<file path="src/rtl/imem_dmem_arbiter.sv">
// Round-robin arbiter sharing one single-port 128-word synchronous RAM between
// instruction fetch and load/store, with one outstanding transaction at a time.
module imem_dmem_arbiter #(
    parameter int ADDR_W = 32,
    parameter int MEM_AW = 7,
    parameter int DW     = 32
) (
    input  logic                clk,
    input  logic                reset_n,
    input  logic                i_req,
    input  logic [ADDR_W-1:0]   i_addr,
    output logic                i_gnt,
    output logic                i_rvalid,
    output logic [DW-1:0]       i_rdata,
    output logic                i_err,
    input  logic                d_req,
    input  logic                d_we,
    input  logic [ADDR_W-1:0]   d_addr,
    input  logic [DW-1:0]       d_wdata,
    input  logic [DW/8-1:0]     d_be,
    output logic                d_gnt,
    output logic                d_rvalid,
    output logic [DW-1:0]       d_rdata,
    output logic                d_err,
    output logic                mem_en,
    output logic                mem_we,
    output logic [DW/8-1:0]     mem_be,
    output logic [MEM_AW-1:0]   mem_addr,
    output logic [DW-1:0]       mem_wdata,
    input  logic [DW-1:0]       mem_rdata
);

    typedef enum logic [1:0] {ST_IDLE, ST_WAIT, ST_RESP} state_t;
    typedef enum logic {PORT_I, PORT_D} port_t;

    state_t          state_reg, state_next;
    port_t           last_grant_reg, last_grant_next;
    port_t           served_reg, served_next;
    logic            err_reg, err_next;
    logic            store_reg, store_next;
    logic [DW-1:0]   i_rdata_reg;
    logic [DW-1:0]   d_rdata_reg;

    logic            i_bad, d_bad;
    logic            grant_ok, pick_i, pick_d;

    // Bad requests are still granted and answered, they just never touch memory.
    assign i_bad = (i_addr[1:0] != 2'b00) || (i_addr[ADDR_W-1:MEM_AW+2] != '0);
    assign d_bad = (d_addr[ADDR_W-1:MEM_AW+2] != '0)
                || (!d_we && (d_addr[1:0] != 2'b00))
                || (d_we && (d_be == '0));

    // Gating with reset_n keeps the grant outputs low while reset is held.
    assign grant_ok = reset_n && ((state_reg == ST_IDLE) || (state_reg == ST_RESP));
    assign pick_i   = grant_ok && i_req && (!d_req || (last_grant_reg == PORT_D));
    assign pick_d   = grant_ok && d_req && (!i_req || (last_grant_reg == PORT_I));

    always_comb begin
        state_next      = state_reg;
        last_grant_next = last_grant_reg;
        served_next     = served_reg;
        err_next        = err_reg;
        store_next      = store_reg;
        i_gnt           = 1'b0;
        d_gnt           = 1'b0;
        mem_en          = 1'b0;
        mem_we          = 1'b0;
        mem_be          = '0;
        mem_addr        = '0;
        mem_wdata       = '0;

        if (state_reg == ST_WAIT) begin
            state_next = ST_RESP;
        end else if (pick_i) begin
            i_gnt           = 1'b1;
            state_next      = ST_WAIT;
            last_grant_next = PORT_I;
            served_next     = PORT_I;
            err_next        = i_bad;
            store_next      = 1'b0;
            mem_en          = !i_bad;
            mem_addr        = i_addr[MEM_AW+1:2];
        end else if (pick_d) begin
            d_gnt           = 1'b1;
            state_next      = ST_WAIT;
            last_grant_next = PORT_D;
            served_next     = PORT_D;
            err_next        = d_bad;
            store_next      = d_we;
            mem_en          = !d_bad;
            mem_we          = d_we && !d_bad;
            mem_be          = d_be;
            mem_addr        = d_addr[MEM_AW+1:2];
            mem_wdata       = d_wdata;
        end else begin
            state_next = ST_IDLE;
        end
    end

    always_ff @(posedge clk or negedge reset_n) begin
        if (!reset_n) begin
            state_reg      <= ST_IDLE;
            last_grant_reg <= PORT_D;
            served_reg     <= PORT_I;
            err_reg        <= 1'b0;
            store_reg      <= 1'b0;
            i_rdata_reg    <= '0;
            d_rdata_reg    <= '0;
        end else begin
            state_reg      <= state_next;
            last_grant_reg <= last_grant_next;
            served_reg     <= served_next;
            err_reg        <= err_next;
            store_reg      <= store_next;
            // Capture read data at the end of WAIT; errors and stores keep the old value.
            if ((state_reg == ST_WAIT) && !err_reg) begin
                if (served_reg == PORT_I) begin
                    i_rdata_reg <= mem_rdata;
                end else if (!store_reg) begin
                    d_rdata_reg <= mem_rdata;
                end
            end
        end
    end

    assign i_rvalid = (state_reg == ST_RESP) && (served_reg == PORT_I);
    assign d_rvalid = (state_reg == ST_RESP) && (served_reg == PORT_D);
    assign i_err    = i_rvalid && err_reg;
    assign d_err    = d_rvalid && err_reg;
    assign i_rdata  = i_rdata_reg;
    assign d_rdata  = d_rdata_reg;

endmodule

</file>
<file path="config.mk">
export PLATFORM = sky130hd
export DESIGN_NAME = imem_dmem_arbiter
export DESIGN_NICKNAME = d
export VERILOG_FILES = /design/src/rtl/imem_dmem_arbiter.sv
export SDC_FILE = /design/constraint.sdc
export NUM_CORES = 1
export LEC_CHECK = 0
export CAP_MARGIN = 25
export CORE_ASPECT_RATIO = 0.8
export CORE_MARGIN = 10
export CORE_UTILIZATION = 36
export CTS_CLUSTER_DIAMETER = 200
export DETAILED_ROUTE_END_ITERATION = 8
export PLACE_DENSITY = 0.95
export SLEW_MARGIN = 20
export SYNTH_ARGS = -nofsm -noshare
export SYNTH_HDL_FRONTEND = slang
export SYNTH_SLANG_ARGS = --single-unit
</file>
<file path="constraint.sdc">
create_clock -name clk -period 4.52 [get_ports clk]
set_clock_uncertainty 0.15 [all_clocks]
set_input_delay 1.13 -clock clk [delete_from_list [all_inputs] [get_ports clk]]
set_output_delay 1.13 -clock clk [all_outputs]
set_load 0.005 [all_outputs]
</file>
==> results of run 1 <==
[area by class of cell]
cell class	instances	area, µm²	share of cell area
Inverter	3	11.3	0.00188
Timing Repair Buffer	256	2540	0.426
Tap cell	112	140	0.0234
Multi-Input combinational cell	152	1320	0.221
Clock inverter	6	86.3	0.0144
Sequential cell	70	1750	0.293
Clock buffer	9	124	0.0207
[worst max-delay path by stage]
stage,endpoint,from,slack (ns),cells after the start
floorplan,mem_wdata[10],reset_n,1.22,5
global placement,mem_en,i_addr[14],0.21,6
detailed placement,mem_en,i_addr[1],0.16,6
CTS,mem_en,i_addr[1],0.16,6
global route,mem_we,d_addr[9],0.06,6
finish,mem_we,d_addr[14],0.16,6
[cell families after synthesis]
| kind of cell | Yosys count | share of synthesized area |
|---|---|---|
| flops | 70 | 0.554 |
| buf+inv | 15 | 0.0340 |
| simple gates | 73 | 0.147 |
| mux | 64 | 0.228 |
| compound gates | 15 | 0.0372 |
[Yosys cell counts]
cell type / count / share of area
and2b_2: 1 / 0.0028
nor2b_2: 1 / 0.0028
nand4_1: 2 / 0.0040
nand2b_1: 2 / 0.0040
a22o_1: 7 / 0.019
nor3b_4: 1 / 0.0059
nor2_1: 2 / 0.0024
or3_1: 1 / 0.0020
nand4bb_1: 1 / 0.0036
dfstp_2: 1 / 0.0083
a21oi_1: 1 / 0.0016
buf_6: 6 / 0.021
and3b_1: 1 / 0.0028
nand3_1: 1 / 0.0016
mux2_2: 58 / 0.21
nor4_1: 11 / 0.022
and3_1: 2 / 0.0040
a211oi_1: 1 / 0.0024
and2_1: 38 / 0.075
dfrtp_1: 69 / 0.55
mux2_1: 6 / 0.021
clkinv_1: 1 / 0.0012
clkbuf_1: 3 / 0.0036
nor3b_1: 1 / 0.0024
nand2_1: 4 / 0.0047
buf_4: 1 / 0.0024
inv_1: 2 / 0.0024
o2111a_1: 1 / 0.0036
a21o_1: 2 / 0.0047
a31oi_1: 2 / 0.0040
buf_2: 2 / 0.0032
and4_1: 1 / 0.0028
o21ai_0: 1 / 0.0016
nor3_1: 3 / 0.0047
[power groups by stage]
| stage | clock, W | combinational [W] | sequential [W] |
|---|---|---|---|
| final | 0.000532 | 0.000592 | 0.000805 |
| after global routing | 0.000586 | 0.000631 | 0.000820 |
| after global placement | 0 | 0.000582 | 0.000805 |
| after CTS | 0.000547 | 0.000604 | 0.000806 |
| after detailed placement | 0 | 0.000601 | 0.000818 |
| after floorplan | 0 | 0.000141 | 0.000814 |
[layer usage]
| metal | share of wire | vias to the layer above |
|---|---|---|
| met2 | 0.51 | 154 |
| met5 | 0 | - |
| met1 | 0.34 | 1405 |
| met3 | 0.10 | 22 |
| li1 | - | 1356 |
| met4 | 0.039 | 0 |
[worst max-delay path, stage by stage]
cell and delay, ns:
clkdlybuf4s50_1 0.40, nor4_1 0.32, nand4_1 0.16, a31oi_1 0.31, and4_1 0.24, clkdlybuf4s50_1 0.52
[stage by stage]
stage               power [W]  instance area, µm²
global route          0.00204                5980
finish                0.00193                5980
floorplan            0.000955                3160
CTS                   0.00196                5980
detailed placement    0.00142                5770
global placement      0.00139                5760
==> key figures, run 1 <==
Outcome
  • Status: finished, final reports clean

Timing
  • Slack of the critical path: between 0.15 and 0.2 ns
  • RSZ-0062 raised after global routing: no
  • Fin. Hold Viols: 0
  • Final setup fails: 0
  • Relative slew slack: 0.426
  • Hold slack: 0.342 ns
  • Least-Margin Pin Slew: ~0.86 ns
  • Period utilization: 0.964
  • Final Max Tran Viols: 0
  • Fin crit period: 4.36 ns
  • Fmax: 229 MHz
  • Setup TNS: 0 ns

Clocking
  • Root Buffer: clkbuf_8
  • Clock-pin slew of the registers on the worst-case setup and hold paths: 0.07 ns
  • Clock sink total: 70
  • Worst-Skew Late Latency: between 0.3 and 0.4 ns
  • CTS Buf Count: 9
  • Hold_buf cts: 0
  • CTS tree: done
  • Max clock buf depth: 2
  • Post-CTS Setup Repair Bufs: 0
  • Number of H-tree levels: 3
  • PostCTS Resize Cnt: 0

Placement
  • Post-DP HPWL: 11.3 mm
  • Pre-CTS worst setup slack: 0.162 ns
  • Gp weighted congestion: 0.839
  • # port buffers: ~250
  • Dpl cells: ~590

Drt
  • DRT Pass-1 Iters: 4
  • Routed WL: 13.2 mm
  • Drt drc: 0
  • Wirelength per Cell: 21.8 µm
  • Routed Antenna Nets: 0
  • Via Count: about 2,900
  • DRT iter0 DRCs: approximately 140
  • Vias per cell: 4.83

Synthesis
  • Synth cell types: 34
  • Sequential fraction of the synthesis area: 0.554
  • Syn Std Cell Area: about 0.0032 mm²
  • Mapped Cells: between 200 and 250
  • Syn_area_per_cell: 13.4 µm²
  • Syn Nets: 374
  • Synth Warn #: 0
  • #FFs+latches synth: 70

GRT
  • GR met2 Demand/Resource: 0.349
  • Largest net degree at the start of global routing: 71
  • Total gr overflow: 0
  • Vias in the first global route: 3,351
  • Met1 usage: 0.186
  • Gr usage total: 0.195
  • GRT met3 Usage: 0.0876
  • Layer with the highest usage: met2
  • First-pass GRT wire length: 19.9 mm
  • Initial antenna violation count: 0

Critical path
  • Crit path launch type: input port
  • RR Endpoint: d_rdata[7]
  • Crit path kind: input port to output pin
  • CP Max Fanout: 3
  • CP endpoint kind: output pin
  • Worst Path Required: roughly 3.2 ns
  • Arr. time, crit path: ~3.1 ns
  • FF-to-FF path depth: 3
  • R2R setup slack: 2.51 ns
  • RR Startpoint: state_reg[1]

Floorplanning
  • Rows: 30
  • Core Region: 0.00852 mm²
  • I/O pin count: 252
  • Initial Utilization: 0.371
  • Die X: 125 µm
  • Chip height: 104 µm
  • Die area: ~0.013 mm²

Finish
  • Most common cell after layout, fill and taps aside: clkdlybuf4s50_1
  • Layout cell share with drive strength beyond 1: 0.169
  • Layout area overhead: 89.0%
  • Non-filler cells, final: 608
  • Inserted Diodes: 0
  • Nets@finish: 629
  • Commonest cells after routing, fill and taps aside: clkdlybuf4s50_1 (250), dfrtp_1 (69), mux2_2 (58), and2_1 (38), nor4_1 (11)
  • Fin util: 0.702
  • # fillers: approximately 610

Power and ir drop
  • Sw Pwr: between 0.0004 and 0.0005 W
  • Switching share of power: 0.243
  • Sequential power share: 0.417
  • Leak: about 2.5 nW
  • Peak VDD IR: roughly 0.15 mV
  • Clk pwr share: 0.276
  • Power per cell area: 322 mW/mm²
  • Gate power share: 0.307
  • Pint: 0.00146 W

Min path
  • Worst Hold Endpoint: i_rdata[3]
  • Hold path depth: 1
  • Min-Delay Path Class: register to register
  • Min-delay src: i_rdata[3]

Flow run
  • Total of max-cap violations: 0
Note: power is estimated with default switching activity, not from simulation.
==> run 2: changes to the inputs <==
Settings changed: SLEW_MARGIN 20 to unset.
==> key figures, run 2 (synthesis gave the netlist of run 1 again) <==
Placement
  • Pre-CTS worst setup slack: 0.159 ns (was 0.162 ns)
  • # port buffers: 251 (unchanged)
  • Gp weighted congestion: 0.839 (unchanged)
  • Post-DP HPWL: 11.2 mm (was 11.3 mm)
  • Dpl cells: 594 (was 593)

Clocking
  • Root Buffer: clkbuf_8 (unchanged)
  • Clock sink total: 70 (unchanged)
  • Number of H-tree levels: 3 (unchanged)
  • Worst-Skew Late Latency: 0.32 ns (was 0.33 ns)
  • CTS Buf Count: 9 (unchanged)
  • Post-CTS Setup Repair Bufs: 0 (unchanged)
  • Clock-pin slew of the registers on the worst-case setup and hold paths: 0.07 ns (about the same)
  • Hold_buf cts: 0 (unchanged)
  • Max clock buf depth: 2 (unchanged)
  • PostCTS Resize Cnt: 0 (unchanged)
  • CTS tree: done (unchanged)

Finish
  • Layout cell share with drive strength beyond 1: 0.171 (was 0.169)
  • # fillers: 609 (was 607)
  • Most common cell after layout, fill and taps aside: clkdlybuf4s50_1 (unchanged)
  • Inserted Diodes: 0 (unchanged)
  • Commonest cells after routing, fill and taps aside: clkdlybuf4s50_1 (250), dfrtp_1 (69), mux2_2 (58), and2_1 (38), nor4_1 (11) (unchanged)
  • Nets@finish: 630 (was 629)
  • Non-filler cells, final: 610 (was 608)
  • Layout area overhead: 88.8% (was 89.0%)

Power and ir drop
  • Peak VDD IR: 0.163 mV (was 0.155 mV)
  • Leak: 2.50 nW (was 2.49 nW)
  • Power per cell area: 313 mW/mm² (was 322 mW/mm²)

Timing
  • Hold slack: 0.343 ns (was 0.342 ns)
  • Setup TNS: 0 ns (unchanged)
  • RSZ-0062 raised after global routing: no (unchanged)
  • Period utilization: 0.964 (about the same)
  • Fin. Hold Viols: 0 (unchanged)
  • Least-Margin Pin Slew: 0.857 ns (was 0.861 ns)
  • Relative slew slack: 0.429 (was 0.426)
  • Fin crit period: 4.36 ns (about the same)
  • Final Max Tran Viols: 0 (unchanged)
  • Final setup fails: 0 (unchanged)
  • Fmax: 230 MHz (was 229 MHz)
  • Slack of the critical path: 0.165 ns (was 0.162 ns)

GRT
  • Largest net degree at the start of global routing: 71 (unchanged)
  • Gr usage total: 0.194 (was 0.195)
  • Vias in the first global route: 3,367 (was 3,351)
  • First-pass GRT wire length: 19.9 mm (about the same)
  • Total gr overflow: 0 (unchanged)
  • Initial antenna violation count: 0 (unchanged)

Drt
  • DRT Pass-1 Iters: 6 (was 4)
  • Via Count: 2,955 (was 2,937)
  • DRT iter0 DRCs: 98 (was 136)
  • Wirelength per Cell: 21.5 µm (was 21.8 µm)
  • Drt drc: 0 (unchanged)
  • Routed WL: 13.1 mm (was 13.2 mm)
  • Vias per cell: 4.84 (was 4.83)
  • Routed Antenna Nets: 0 (unchanged)

Floorplanning
  • Initial Utilization: 0.371 (unchanged)
  • I/O pin count: 252 (unchanged)
  • Die X: 125 µm (unchanged)
  • Die area: 0.0130 mm² (unchanged)
  • Chip height: 104 µm (unchanged)
  • Core Region: 0.00852 mm² (unchanged)
  • Rows: 30 (unchanged)

Critical path
  • Crit path kind: input port to output pin (unchanged)
  • CP endpoint kind: output pin (unchanged)
  • Arr. time, crit path: 3.08 ns (about the same)
  • CP Max Fanout: 3 (unchanged)
  • Crit path launch type: input port (unchanged)
  • Worst Path Required: 3.24 ns (about the same)

Outcome
  • Status: finished, final reports clean (unchanged)

Min path
  • Min-Delay Path Class: register to register (unchanged)

Flow run
  • Total of max-cap violations: 0 (unchanged)
==> run 2: changes by cell type in the layout (fill, tap and decap cells not counted) <==
cell,change
bufinv_16,-1
clkinvlp_4,-1
nand4bb_2,+1
inv_6,-1
clkinv_4,+2
buf_16,+1
clkbuf_1,+1
clkinv_2,+1
nand4bb_4,-1
==> run 2: path summary, 6_finish.rpt <==
kind,endpoint,startpoint,depth (start not counted),slack [ns]
setup / recovery,mem_we,d_addr[10],6,0.16
hold / removal,i_rdata[3],i_rdata[3],1,0.34
setup reg to reg,d_rdata[23],state_reg[1],4,2.51
hold reg to reg,i_rdata[3],i_rdata[3],1,0.34
max in group asynchronous,i_rdata[2],reset_n,2,2.77
min in group asynchronous,d_rdata[26],reset_n,2,0.89
==> run 2: final cells by class <==
type	instances	area, µm²	area share
timing repair buffer	257	2570	0.430
clock buffer	10	128	0.0214
inverter	3	11.3	0.00188
tap	112	140	0.0235
multi-input combinational	152	1310	0.219
sequential	70	1750	0.293
clock inverter	6	62.6	0.0105
==> run 2: power breakdown <==
part	internal, W	switching (W)
Combinational	0.000413	0.000178
Clock	0.000254	0.000224
Sequential	0.000739	0.0000647
==> run 2: metrics by stage <==
step | power [W] | area (µm²) | utilization
6_report | 0.00187 | 5980 | 0.701
5_1_grt | 0.00198 | 5980 | 0.701
4_1_cts | 0.00190 | 5980 | 0.701
3_5_place_dp | 0.00142 | 5790 | 0.679
3_3_place_gp | 0.00139 | 5760 | 0.676
2_1_floorplan | 0.000955 | 3160 | -
==> run 2: critical path, cell delays in order <==
cell and delay [ns]:
clkdlybuf4s50_1 0.44, nor4_1 0.30, nand4_1 0.15, a31oi_1 0.31, and4_1 0.23, clkdlybuf4s50_1 0.52
==> run 2: routing by layer <==
layer | GRT usage | part of all wire | up-vias | wire, µm
met2 | 0.344 | 0.52 | 153 | 6800
li1 | - | - | 1357 | -
met3 | 0.0886 | 0.10 | 25 | 1360
met5 | 0 | 0 | - | 0
met1 | 0.187 | 0.34 | 1420 | 4440
met4 | 0.0961 | 0.041 | 0 | 532
